===== config.mk =====
export PLATFORM = sky130hd
export DESIGN_NAME = gates_reduce_pipe_flat
export DESIGN_NICKNAME = d
export VERILOG_FILES = /design/src/rtl/gates_reduce_pipe_if.sv /design/src/rtl/gates_reduce_pipe.sv /design/src/flat_wrapper.sv
export SDC_FILE = /design/constraint.sdc
export NUM_CORES = 1
export LEC_CHECK = 0
export CAP_MARGIN = 20
export CORE_UTILIZATION = 38
export CTS_CLUSTER_DIAMETER = 50
export DETAILED_ROUTE_END_ITERATION = 12
export MAX_ROUTING_LAYER = met4
export PLACE_DENSITY_LB_ADDON = 0.15
export SLEW_MARGIN = 30
export SYNTH_ARGS = -nofsm -noshare
export SYNTH_HDL_FRONTEND = slang
export SYNTH_SLANG_ARGS = --single-unit

===== constraint.sdc =====
create_clock -name clk -period 3 [get_ports clk]
set_input_delay 0.6 -clock clk [delete_from_list [all_inputs] [get_ports clk]]
set_output_delay 0.6 -clock clk [all_outputs]
set_load 0.02 [all_outputs]

===== src/rtl/gates_reduce_pipe_if.sv =====
// Operand-in / result-out handshake bundle for gates_reduce_pipe.
// The producer/consumer side uses master; the block itself uses slave.
interface gates_reduce_pipe_if #(
    parameter int WIDTH = 4
);
    localparam int POPW = $clog2(WIDTH + 1);

    logic [WIDTH-1:0] a;
    logic             a_valid;
    logic             a_ready;
    logic [5:0]       y;
    logic [POPW-1:0]  y_pop;
    logic [WIDTH-1:0] y_src;
    logic             y_valid;
    logic             y_ready;

    modport master (
        output a, a_valid, y_ready,
        input  a_ready, y, y_pop, y_src, y_valid
    );

    modport slave (
        input  a, a_valid, y_ready,
        output a_ready, y, y_pop, y_src, y_valid
    );
endinterface


===== src/rtl/gates_reduce_pipe.sv =====
// Registered gate-reduction and popcount block with a one-entry output slot
// and a self-driven SWEEP mode that walks every operand value once.
module gates_reduce_pipe #(
    parameter int WIDTH = 4
) (
    input  logic                  clk,
    input  logic                  clr,
    input  logic                  mode,
    input  logic                  start,
    gates_reduce_pipe_if.slave    bus,
    output logic                  busy,
    output logic                  done
);
    localparam int POPW = $clog2(WIDTH + 1);
    localparam logic [WIDTH-1:0] CNT_MAX = '1;

    typedef enum logic [1:0] {
        IDLE  = 2'd0,
        SWEEP = 2'd1,
        DRAIN = 2'd2
    } state_t;

    state_t           state_r;
    logic [WIDTH-1:0] cnt_r;
    logic [5:0]       y_r;
    logic [POPW-1:0]  y_pop_r;
    logic [WIDTH-1:0] y_src_r;
    logic             y_valid_r;
    logic             busy_r;
    logic             done_r;

    logic             free_s;
    logic             load_s;
    logic             a_ready_s;
    logic             sweep_go_s;
    logic [WIDTH-1:0] op_s;

    // Bit order {and, nand, or, nor, xor, xnor}, MSB first.
    function automatic logic [5:0] reduce6(input logic [WIDTH-1:0] v);
        return {&v, ~&v, |v, ~|v, ^v, ~^v};
    endfunction

    function automatic logic [POPW-1:0] popcount(input logic [WIDTH-1:0] v);
        logic [POPW-1:0] sum;
        sum = '0;
        for (int i = 0; i < WIDTH; i++) begin
            sum = sum + POPW'(v[i]);
        end
        return sum;
    endfunction

    // Slot availability, operand source selection and load decision per state.
    always_comb begin
        free_s     = ~y_valid_r | bus.y_ready;
        sweep_go_s = 1'b0;
        a_ready_s  = 1'b0;
        load_s     = 1'b0;
        op_s       = bus.a;
        case (state_r)
            IDLE: begin
                // The cycle that launches a sweep takes no external operand.
                sweep_go_s = start & mode;
                a_ready_s  = free_s & ~sweep_go_s;
                load_s     = bus.a_valid & a_ready_s;
                op_s       = bus.a;
            end
            SWEEP: begin
                load_s = free_s;
                op_s   = cnt_r;
            end
            DRAIN: begin
                load_s = 1'b0;
                op_s   = cnt_r;
            end
            default: begin
                load_s = 1'b0;
                op_s   = bus.a;
            end
        endcase
    end

    // One-entry result register: holds under backpressure, replaces on load.
    always_ff @(posedge clk or posedge clr) begin
        if (clr) begin
            y_r       <= 6'd0;
            y_pop_r   <= '0;
            y_src_r   <= '0;
            y_valid_r <= 1'b0;
        end else begin
            y_valid_r <= load_s | (y_valid_r & ~bus.y_ready);
            if (load_s) begin
                y_r     <= reduce6(op_s);
                y_pop_r <= popcount(op_s);
                y_src_r <= op_s;
            end
        end
    end

    // Sweep controller with registered busy and one-cycle done pulse.
    always_ff @(posedge clk or posedge clr) begin
        if (clr) begin
            state_r <= IDLE;
            cnt_r   <= '0;
            busy_r  <= 1'b0;
            done_r  <= 1'b0;
        end else begin
            done_r <= 1'b0;
            case (state_r)
                IDLE: begin
                    if (sweep_go_s) begin
                        state_r <= SWEEP;
                        cnt_r   <= '0;
                        busy_r  <= 1'b1;
                    end
                end
                SWEEP: begin
                    // Counter parks at its maximum instead of wrapping.
                    if (free_s) begin
                        if (cnt_r == CNT_MAX) begin
                            state_r <= DRAIN;
                        end else begin
                            cnt_r <= cnt_r + WIDTH'(1'b1);
                        end
                    end
                end
                DRAIN: begin
                    if (y_valid_r && bus.y_ready) begin
                        state_r <= IDLE;
                        busy_r  <= 1'b0;
                        done_r  <= 1'b1;
                    end
                end
                default: begin
                    state_r <= IDLE;
                    busy_r  <= 1'b0;
                end
            endcase
        end
    end

    assign bus.a_ready = a_ready_s;
    assign bus.y       = y_r;
    assign bus.y_pop   = y_pop_r;
    assign bus.y_src   = y_src_r;
    assign bus.y_valid = y_valid_r;
    assign busy        = busy_r;
    assign done        = done_r;
endmodule

===== src/flat_wrapper.sv =====
// flat-port wrapper written by rule: the top's interface ports become plain ports
module gates_reduce_pipe_flat 
#(
    parameter int WIDTH = 4
)
  (clk, clr, mode, start, busy, done, bus_a, bus_a_valid, bus_y_ready, bus_a_ready, bus_y, bus_y_pop, bus_y_src, bus_y_valid);
  gates_reduce_pipe_if #(.WIDTH(WIDTH)) bus_i ();
  input  logic clk;
  input  logic clr;
  input  logic mode;
  input  logic start;
  output logic busy;
  output logic done;
  input wire logic [$bits(bus_i.a)-1:0] bus_a;
  input wire logic [$bits(bus_i.a_valid)-1:0] bus_a_valid;
  input wire logic [$bits(bus_i.y_ready)-1:0] bus_y_ready;
  output wire logic [$bits(bus_i.a_ready)-1:0] bus_a_ready;
  output wire logic [$bits(bus_i.y)-1:0] bus_y;
  output wire logic [$bits(bus_i.y_pop)-1:0] bus_y_pop;
  output wire logic [$bits(bus_i.y_src)-1:0] bus_y_src;
  output wire logic [$bits(bus_i.y_valid)-1:0] bus_y_valid;
  assign bus_i.a = bus_a;
  assign bus_i.a_valid = bus_a_valid;
  assign bus_i.y_ready = bus_y_ready;
  assign bus_a_ready = bus_i.a_ready;
  assign bus_y = bus_i.y;
  assign bus_y_pop = bus_i.y_pop;
  assign bus_y_src = bus_i.y_src;
  assign bus_y_valid = bus_i.y_valid;
  gates_reduce_pipe #(.WIDTH(WIDTH)) u_core (.clk(clk), .clr(clr), .mode(mode), .start(start), .bus(bus_i), .busy(busy), .done(done));
endmodule

==> results of run 1 <==
## critical path, stage by stage
cell	delay, ns
clkdlybuf4s50_1	0.50
and2b_1	0.28
nor2_1	0.14
clkdlybuf4s50_1	0.61
## per-layer routing
metal,routed length [µm],share of wire,global-route usage,vias to the layer above
met5,0,0,-,-
met4,28,0.012,0.07483,0
met3,91,0.038,0.02009,4
met2,1117,0.47,0.2508,26
met1,1141,0.48,0.2254,441
li1,-,-,-,448
## state kept, by name, summed over array words and instances (netlist names)
register	flops
u_core.busy	1
u_core.bus.y_src	4
u_core.state_r	2
u_core.bus.y	5
u_core.cnt_r	4
u_core.done	1
u_core.bus.y_pop	3
u_core.bus.y_valid	1
## final cells by class
class | count | share of cell area
Inverter | 12 | 0.03033
Timing Repair Buffer | 26 | 0.1752
Tap cell | 31 | 0.02612
Multi-Input combinational cell | 78 | 0.3968
Clock buffer | 4 | 0.01769
Sequential cell | 21 | 0.3538
## power groups by stage
stage / registers, mW / clock network [mW] / logic, mW
after CTS: 0.443 / 0.142 / 0.768
after floorplan: 0.527 / 0 / 0.429
after global placement: 0.445 / 0 / 0.759
after detailed placement: 0.450 / 0 / 0.765
final: 0.442 / 0.133 / 0.762
after global routing: 0.456 / 0.152 / 0.834
## metrics by stage
| stage | hold slack [ns] | setup slack [ns] | cell area [µm²] | utilization | instances |
|---|---|---|---|---|---|
| floorplan | 0.5163 | 0.4499 | 1181 | - | 115 |
| global placement | 0.4757 | 0.2751 | 1459 | 0.5114 | 168 |
| detailed placement | 0.4769 | 0.2501 | 1459 | 0.5114 | 168 |
| CTS | 0.5066 | 0.2749 | 1485 | 0.5206 | 172 |
| global route | 0.5371 | 0.1445 | 1485 | 0.5206 | 172 |
| finish | 0.5090 | 0.2789 | 1485 | 0.5206 | 172 |
## placed cells by master, fill, tap and decap left out
cell type	n
o21a_1	1
mux2i_1	5
nand2_1	9
nand3b_1	1
nor2_2	1
and3_1	1
and2_1	1
clkdlybuf4s50_1	26
a41oi_1	1
o311ai_4	1
or2_4	1
and2b_1	1
ha_1	9
o2bb2ai_1	1
nand3_1	4
o211ai_1	1
clkbuf_1	1
nand4_1	2
o22a_1	1
nand2b_1	1
a31o_2	1
dfrtp_1	21
inv_1	12
clkbuf_4	3
a31oi_4	1
nor2_1	3
fa_1	1
nor2b_1	1
a21boi_0	1
o31a_1	1
a21oi_1	8
nor3_1	3
mux2_2	4
o21ai_0	12
## cell usage after synthesis (2+ instances only)
cell type  count
a21oi_1        8
buf_2          2
dfrtp_1       21
ha_1           9
inv_1         12
mux2_2         4
mux2i_1        5
nand2_1        9
nand3_1        4
nand4_1        2
nor2_1         3
nor3_1         3
o21ai_0       12
## cell families after synthesis
family	after synthesis
flops	21
mux	9
compound gates	30
fa+ha+maj	10
buf+inv	16
simple gates	29
## worst paths after layout
| kind | startpoint | to | slack (ns) |
|---|---|---|---|
| max in group asynchronous | clr | u_core.bus.y[4] | 1.76 |
| min in group asynchronous | clr | u_core.state_r[1] | 0.74 |
| min reg2reg | u_core.bus.y[2] | u_core.bus.y[2] | 0.51 |
| max reg2reg | u_core.state_r[1] | u_core.bus.y_pop[1] | 0.31 |
| min | u_core.bus.y[2] | u_core.bus.y[2] | 0.51 |
| max | bus_y_ready | bus_a_ready | 0.28 |
==> flow_summary_export.csv, run 1 <==
group,metric,value,unit
final_layout,nets,162,
timing,timing.slew.headroom,0.4648,
yosys,synth-edff-count,0,
run,maxCapViolations,0,
yosys,avgSynthCellArea,10.27,µm²
routing,ant_nets,0,
hold_path,hold_class,"flop to flop",
timing,finalCritPeriodShare,0.9070,
yosys,synth-seq-cells,21,
worst_setup_path,cp.required,2.40,ns
power,p_comb_frac,0.570,
die,ios,27,
routing,drt_pass1_iterations,8,
clock_tree,cts.sinks,21,
yosys,yosysSeqAreaShare,0.4449,
final_layout,areaGrowthSynthToFinish,25.74,%
timing,fin_skew,0.005187,ns
routing,drt-total-wl,2379,µm
final_layout,multi_input_area,589.3,µm²
power,leakage,0.6593,nW
clock_tree,cts_setup_buffers,0,
die,rows,19,
status,violations,"design-rule violations",
worst_setup_path,end_kind,"primary output",
placement,gp_congestion,0.8176,
yosys,synthMuxAreaShare,0.08051,
power,peakVddDrop,0.3603,mV
hold_path,holdPathStages,1,
final_layout,regArea,525.5,µm²
power,seq_power_share,0.331,
clock_tree,holdBufCountCts,0,
yosys,synth_area_leaders,"dfrtp_1 (44%), ha_1 (9.5%), o21ai_0 (5.1%), mux2i_1 (4.2%), inv_1 (3.8%)",
yosys,synth_warnings,0,
timing,finalMaxSlewViolations,0,
worst_setup_path,reg2regPathDepth,10,
worst_setup_path,crit_type,"input port to primary output",
die,core_area,2853,µm²
clock_tree,cts_buffers,3,
final_layout,fillers,264,
timing,period_needed,2.721,ns
yosys,synthArstFlopShare,1.000,
placement,place_hpwl,1797,µm
routing,via_count,919,
die,die-area,3335,µm²
timing,finalSetupViolCount,0,
clock_tree,htreeDepth,1,
die,die_width,57.75,µm
timing,hold_viol_final,0,
yosys,synth_xor_area_frac,0,
routing,viasPerCell,5.343,
clock_tree,cts_root_buffer,"clkbuf_4",
yosys,synth-simple-area-share,0.1250,
status,status,"finished, violations left",
worst_setup_path,crit_arrival,2.12,ns
yosys,synth.largest_area_cell,"dfrtp_1",
yosys,yosys.area.top_type_share,0.4449,
clock_tree,post_cts_resized,0,
yosys,syn-instance-count,115,
yosys,synth_fa_ha_area_frac,0.1123,
clock_tree,cts_tree,"done",
yosys,dominantRegCellSynth,"dfrtp_1",
global_routing,overflow,0,
clock_tree,clock_latency,0.30,ns
power,p_sw_frac,0.4218,
yosys,ys_types,34,
routing,wl_per_cell,13.83,µm
routing,drt_iter0_markers,22,
die,die_h,57.75,µm
global_routing,grt_pass1_vias,891,
yosys,synth_area,1181,µm²
yosys,synth_compound_area_frac,0.1811,
clock_tree,path_clk_slew,0.11,ns
yosys,synth_top_family_by_area,"compound AO/OA/AOI/OAI gates",
timing,finalSetupTns,0,ns
worst_setup_path,crit_fanout,8,
placement,port_buffers,26,
yosys,synth_nets,135,
global_routing,grt_pass1_wl,4091,µm
power,p_total,1.337,mW
global_routing,grt_usage,0.1663,
timing,worst_pin_slew,0.8019,ns
power,p_switching,563.8,µW
final_layout,n_antenna_cell,0,
clock_tree,cts_buffer_depth,2,
power,clockPowerShare,0.100,
final_layout,drive_above_1_share,0.08511,
global_routing,grt_max_degree,22,
die,start_util,0.4140,
worst_setup_path,crit_path_start_kind,"input port",
power,p_int,773.0,µW
timing,clock.fmax,0.3675,GHz
timing,rsz0062_at_grt,"no",
power,power.density,900.1,nW/µm²
global_routing,antenna_found_initial,0,
routing,drt_drc_violations_left,3,
(Power assumes the default switching activity.)
==> run 2, diff against run 1 <==
Clock period 3 ns to 2.5 ns, I/O delays scaled along.
==> flow_summary_export.csv, run 2 (same netlist as run 1, synthesis figures left out) <==
group,metric,value,unit
die,rows,19,
final_layout,final_cells,184,
final_layout,nets,174,
global_routing,grt_max_degree,22,
global_routing,grt_pass1_vias,948,
clock_tree,cts_root_buffer,"clkbuf_4",
final_layout,areaGrowthSynthToFinish,35.06,%
routing,drt_iter0_markers,24,
routing,viasPerCell,5.125,
final_layout,drive_above_1_share,0.1895,
clock_tree,cts_buffer_depth,2,
status,status,"finished, violations left",
die,die_h,57.75,µm
clock_tree,clock_latency,0.31,ns
routing,wl_per_cell,12.80,µm
global_routing,grt_pass1_wl,4167,µm
die,die-area,3335,µm²
run,maxCapViolations,0,
status,violations,"design-rule violations",
routing,via_count,943,
worst_setup_path,end_kind,"primary output",
final_layout,final_core_util,0.5592,
worst_setup_path,crit_fanout,4,
clock_tree,cts_tree,"done",
clock_tree,holdBufCountCts,0,
final_layout,fillers,267,
clock_tree,htreeDepth,1,
timing,finalSetupViolCount,0,
final_layout,final_common_cell,"clkdlybuf4s50_1",
worst_setup_path,r2r_end,"u_core.bus.y_pop[1]",
final_layout,n_antenna_cell,0,
timing,finalCritPeriodShare,0.9711,
timing,finalMaxSlewViolations,0,
routing,ant_nets,0,
timing,rsz0062_at_grt,"no",
routing,drt-total-wl,2355,µm
power,power.density,1084,nW/µm²
die,ios,27,
timing,timing.slew.headroom,0.6487,
global_routing,grt_usage,0.1692,
routing,drt_drc_violations_left,3,
timing,fin_ws,0.07229,ns
placement,port_buffers,26,
placement,placed_cell_area,1534,µm²
timing,hold_viol_final,0,
final_layout,design_area,1595,µm²
worst_setup_path,reg2reg_setup_slack,0.11,ns
clock_tree,cts_buffers,3,
power,p_total,1.729,mW
clock_tree,path_clk_slew,0.13,ns
die,die_width,57.75,µm
timing,worst_pin_slew,0.5123,ns
worst_setup_path,crit_path_start_kind,"input port",
hold_path,hold_class,"input port to asynchronous set/reset pin",
routing,drt_pass1_iterations,10,
power,leakage,0.7167,nW
final_layout,final_cell_mix,"clkdlybuf4s50_1 (26), dfrtp_1 (21), o21ai_0 (12), buf_4 (12), inv_1 (10)",
worst_setup_path,cp.required,2.00,ns
timing,whs,0.4979,ns
timing,clock.fmax,0.4119,GHz
global_routing,antenna_found_initial,0,
worst_setup_path,crit_arrival,1.93,ns
global_routing,overflow,0,
die,start_util,0.4140,
placement,place_hpwl,1812,µm
final_layout,largest_register_ffs,5,
timing,finalSetupTns,0,ns
clock_tree,cts.sinks,21,
worst_setup_path,r2r-start,"u_core.state_r[1]",
worst_setup_path,reg2regPathDepth,10,
placement,pre_cts_slack,-0.04162,ns
timing,period_needed,2.428,ns
worst_setup_path,crit_type,"input port to primary output",
power,peakVddDrop,0.4697,mV
placement,dp.cells,178,
timing,fin_skew,0.005040,ns
die,core_area,2853,µm²
placement,gp_congestion,0.8632,
==> run 2: changes by cell type in the layout (fill, tap and decap cells not counted) <==
cell	delta
inv_2	+2
mux2i_1	-1
ha_1	-1
mux2i_2	+1
inv_1	-2
clkinvlp_4	+1
buf_4	+12
clkbuf_1	-1
ha_4	+1
==> run 2: worst max path at each step <==
| stage | slack, ns | end | startpoint | cells after the start |
|---|---|---|---|---|
| finish | 0.07 | bus_a_ready | bus_y_ready | 4 |
| global route | 0.003 | u_core.bus.y_pop[1] | u_core.state_r[0] | 10 |
| CTS | 0.01 | u_core.bus.y_pop[1] | u_core.state_r[0] | 10 |
| detailed placement | -0.04 | u_core.bus.y_pop[1] | bus_a[0] | 9 |
| global placement | 0.01 | u_core.bus.y_pop[1] | bus_a[0] | 9 |
| floorplan | 0.03 | u_core.bus.y_pop[1] | u_core.state_r[1] | 11 |
==> run 2: critical path, cell delays in order <==
cell and delay (ns):
clkdlybuf4s50_1 0.51, and2b_1 0.20, nor2_1 0.11, clkdlybuf4s50_1 0.61
==> run 2: metal layers <==
layer  vias to the layer above  routed length [µm]  global-route usage
met2                        15                1053              0.2542
met5                         -                   0                   -
met1                       453                1209              0.2325
li1                        473                   -                   -
met3                         2                  74             0.02009
met4                         0                  17             0.07143
==> run 2: what timing repair did <==
| action | in CTS | in global routing |
|---|---|---|
| resized for setup | 1 | 4 |
| buffers inserted | 1 | 1 |
| pin swaps | 0 | 1 |
| setup endpoints to repair | 2 | 2 |
==> run 2: report_power, final <==
part	switching (mW)	leakage [nW]	internal, mW
logic	0.517	0.440	0.506
clock network	0.115	0.0139	0.0609
registers	0.0801	0.263	0.451
total	0.712	0.717	1.02
==> run 2: layout make-up <==
cell class,count,area [µm²],area share
flip-flops and latches,21,525.5,0.3294
multi-input cells,78,605.6,0.3796
well taps,31,38.79,0.02431
inverters,12,45.04,0.02824
clock inverters,1,7.507,0.004706
repair buffers,38,350.3,0.2196
clock buffers,3,22.52,0.01412
==> variant, RTL diff (settings of run 2) <==
`WIDTH` is set to 4 in 3 places; all go to 2.
--- a/src/rtl/gates_reduce_pipe_if.sv
+++ b/src/rtl/gates_reduce_pipe_if.sv
@@ -3,3 +3,3 @@
 interface gates_reduce_pipe_if #(
-    parameter int WIDTH = 4
+    parameter int WIDTH = 2
 );
--- a/src/rtl/gates_reduce_pipe.sv
+++ b/src/rtl/gates_reduce_pipe.sv
@@ -3,3 +3,3 @@
 module gates_reduce_pipe #(
-    parameter int WIDTH = 4
+    parameter int WIDTH = 2
 ) (
--- a/src/flat_wrapper.sv
+++ b/src/flat_wrapper.sv
@@ -3,3 +3,3 @@
 #(
-    parameter int WIDTH = 4
+    parameter int WIDTH = 2
 )
Interface: changed (resized bus_a, bus_y_pop and bus_y_src); port bits go from 27 to 22. No check against the original RTL was run, so the function may have changed too.
==> variant against run 2 <==
Global-route usage is 1.4 points lower. Clock power down 19%. Synthesized cell count decreased by 34%. Clock skew decreased by 0.0021 ns. Area after synthesis decreased by 26%. Non-clock buffer count is 14 lower. Die area shrank 25%. Worst hold slack gained 0.024 ns. Sequential cell count decreased by 6. Cell area decreased by 27%. Sequential share of layout area is 0.54 points lower. Setup slack improved by 0.43 ns. Routed wire length shrank 34%. Power is 8.5% lower. Critical path type unchanged. Critical endpoint unchanged. Largest cell class unchanged.
==> variant: results (changes against run 2) <==
Status
  • Status: finished, final reports clean

Finish
  • NumNets Final: 116 (-33%)
  • Fraction of layout cells with a size suffix above 1: 22.77% (+3.8 points)
  • Fillcell total: 208 (-22%)
  • Fin util: 52.88% (-3.0 points)

Min path
  • Hold Path Class: flip-flop to flip-flop

Synth
  • Adder-cell share of the synthesized area: 8.535% (-2.7 points)
  • YS warnings: 0 (unchanged)
  • Yosys cell types: 27 (-21%)
  • Area contributors post-synth: dfrtp_1, ha_1, mux2_4
  • Synth Area in Compound Gates: 11.10% (-7.0 points)
  • Post-Syn Nets: 90 (-33%)
  • Largest family of logic cells by synthesized area: simple AND/OR/NAND/NOR gates
  • Mapped Avg Cell Area: 11.57 um^2 (+13%)
  • Sequential element share of the synthesized area: 42.67% (-1.8 points)
  • Most frequent cells after synthesis: dfrtp_1, inv_1, ha_1, nand2_1

Global routing
  • Largest net degree at the start of global routing: 16 (-27%)
  • Antenna violations before repair: 0 (unchanged)
  • Vias in the first global route: 622 (-34%)
  • First-pass GRT wire length: 2.822 mm (-32%)

Clock network
  • Number of post-CTS setup repair buffers: 0 (-1)
  • Clk_lat worst skew: 0.28 ns (-0.03 ns)
  • Root buffer cell: clkbuf_4
  • Clk pin slew, worst setup/hold paths: 0.09 ns (-0.04 ns)

Routing
  • Drt total wl: 1.564 mm (-34%)
  • Drt pass-1 iters: 2 (-8)
  • Initial DRC Count: 7 (-71%)
  • Via count: 601 (-36%)
  • Routed WL per cell: 12.12 um (-5.3%)

Pwr
  • Switching part of the total: 40.87% (-0.32 points)
  • Pleak: 0.5667 nW (-21%)

Place
  • Port Buffers: 21 (-19%)
  • Pre-CTS setup slack: 0.09592 ns (+0.1375 ns)
  • Final HPWL DP: 1.222 mm (-33%)
  • Placed Area: 0.001129 mm^2 (-26%)
  • GP Congestion: 0.8214 (-4.8%)

Timing
  • Max-slew headroom: 60.52% (-4.3 points)
  • Layout Skew: 0.002980 ns (-0.002060 ns)

Critical path
  • Critical path arrival: 1.49 ns (-0.44 ns)
variant: per-layer routing:
layer / global-route usage, % / wire length (um)
met1: 18.74 / 780
met3: 3.704 / 61
met4: 7.143 / 10
met5: - / 0
met2: 24.22 / 710
variant: what timing repair did:
item	4_1_cts	5_1_grt
resized for setup	0	1
hold buffers	0	0
endpoints found under the setup margin	0	1
variant: area by class of cell:
class / instances / share of cell area [%]
Timing Repair Buffer: 24 / 20.30
Clock buffer: 3 / 1.944
Clock inverter: 1 / 0.4320
Tap cell: 28 / 3.024
Multi-Input combinational cell: 49 / 38.98
Sequential cell: 15 / 32.40
Inverter: 9 / 2.916
variant: logic make-up after synthesis:
kind of cell / count (synthesis)
flops: 15
mux: 11
buf+inv: 12
simple gates: 21
compound gates: 11
fa+ha+maj: 6
variant: worst max-delay path, cell delays in order:
cell and delay, ns:
clkdlybuf4s50_1 0.53, nor2b_2 0.07, nor3_1 0.15, dlymetal6s2s_1 0.24
variant: power groups by stage:
stage                     logic (mW)  clock network, mW  registers, mW
after floorplan                0.643                  0          0.512
after global placement          1.02                  0          0.425
after detailed placement        1.03                  0          0.431
after CTS                       1.03              0.149          0.429
after global routing            1.11              0.163          0.444
final                           1.01              0.142          0.427
variant: final timing paths:
path,slack [ns],depth (start not counted),startpoint,endpoint
min in group asynchronous,0.57,2,clr,u_core.state_r[0]
max,0.51,4,bus_y_ready,bus_a_ready
min,0.52,2,u_core.bus.y[3],u_core.bus.y[3]
max in group asynchronous,1.55,2,clr,u_core.bus.y[0]
max reg2reg,0.73,6,u_core.state_r[0],u_core.bus.y_pop[0]
min reg2reg,0.52,2,u_core.bus.y[3],u_core.bus.y[3]
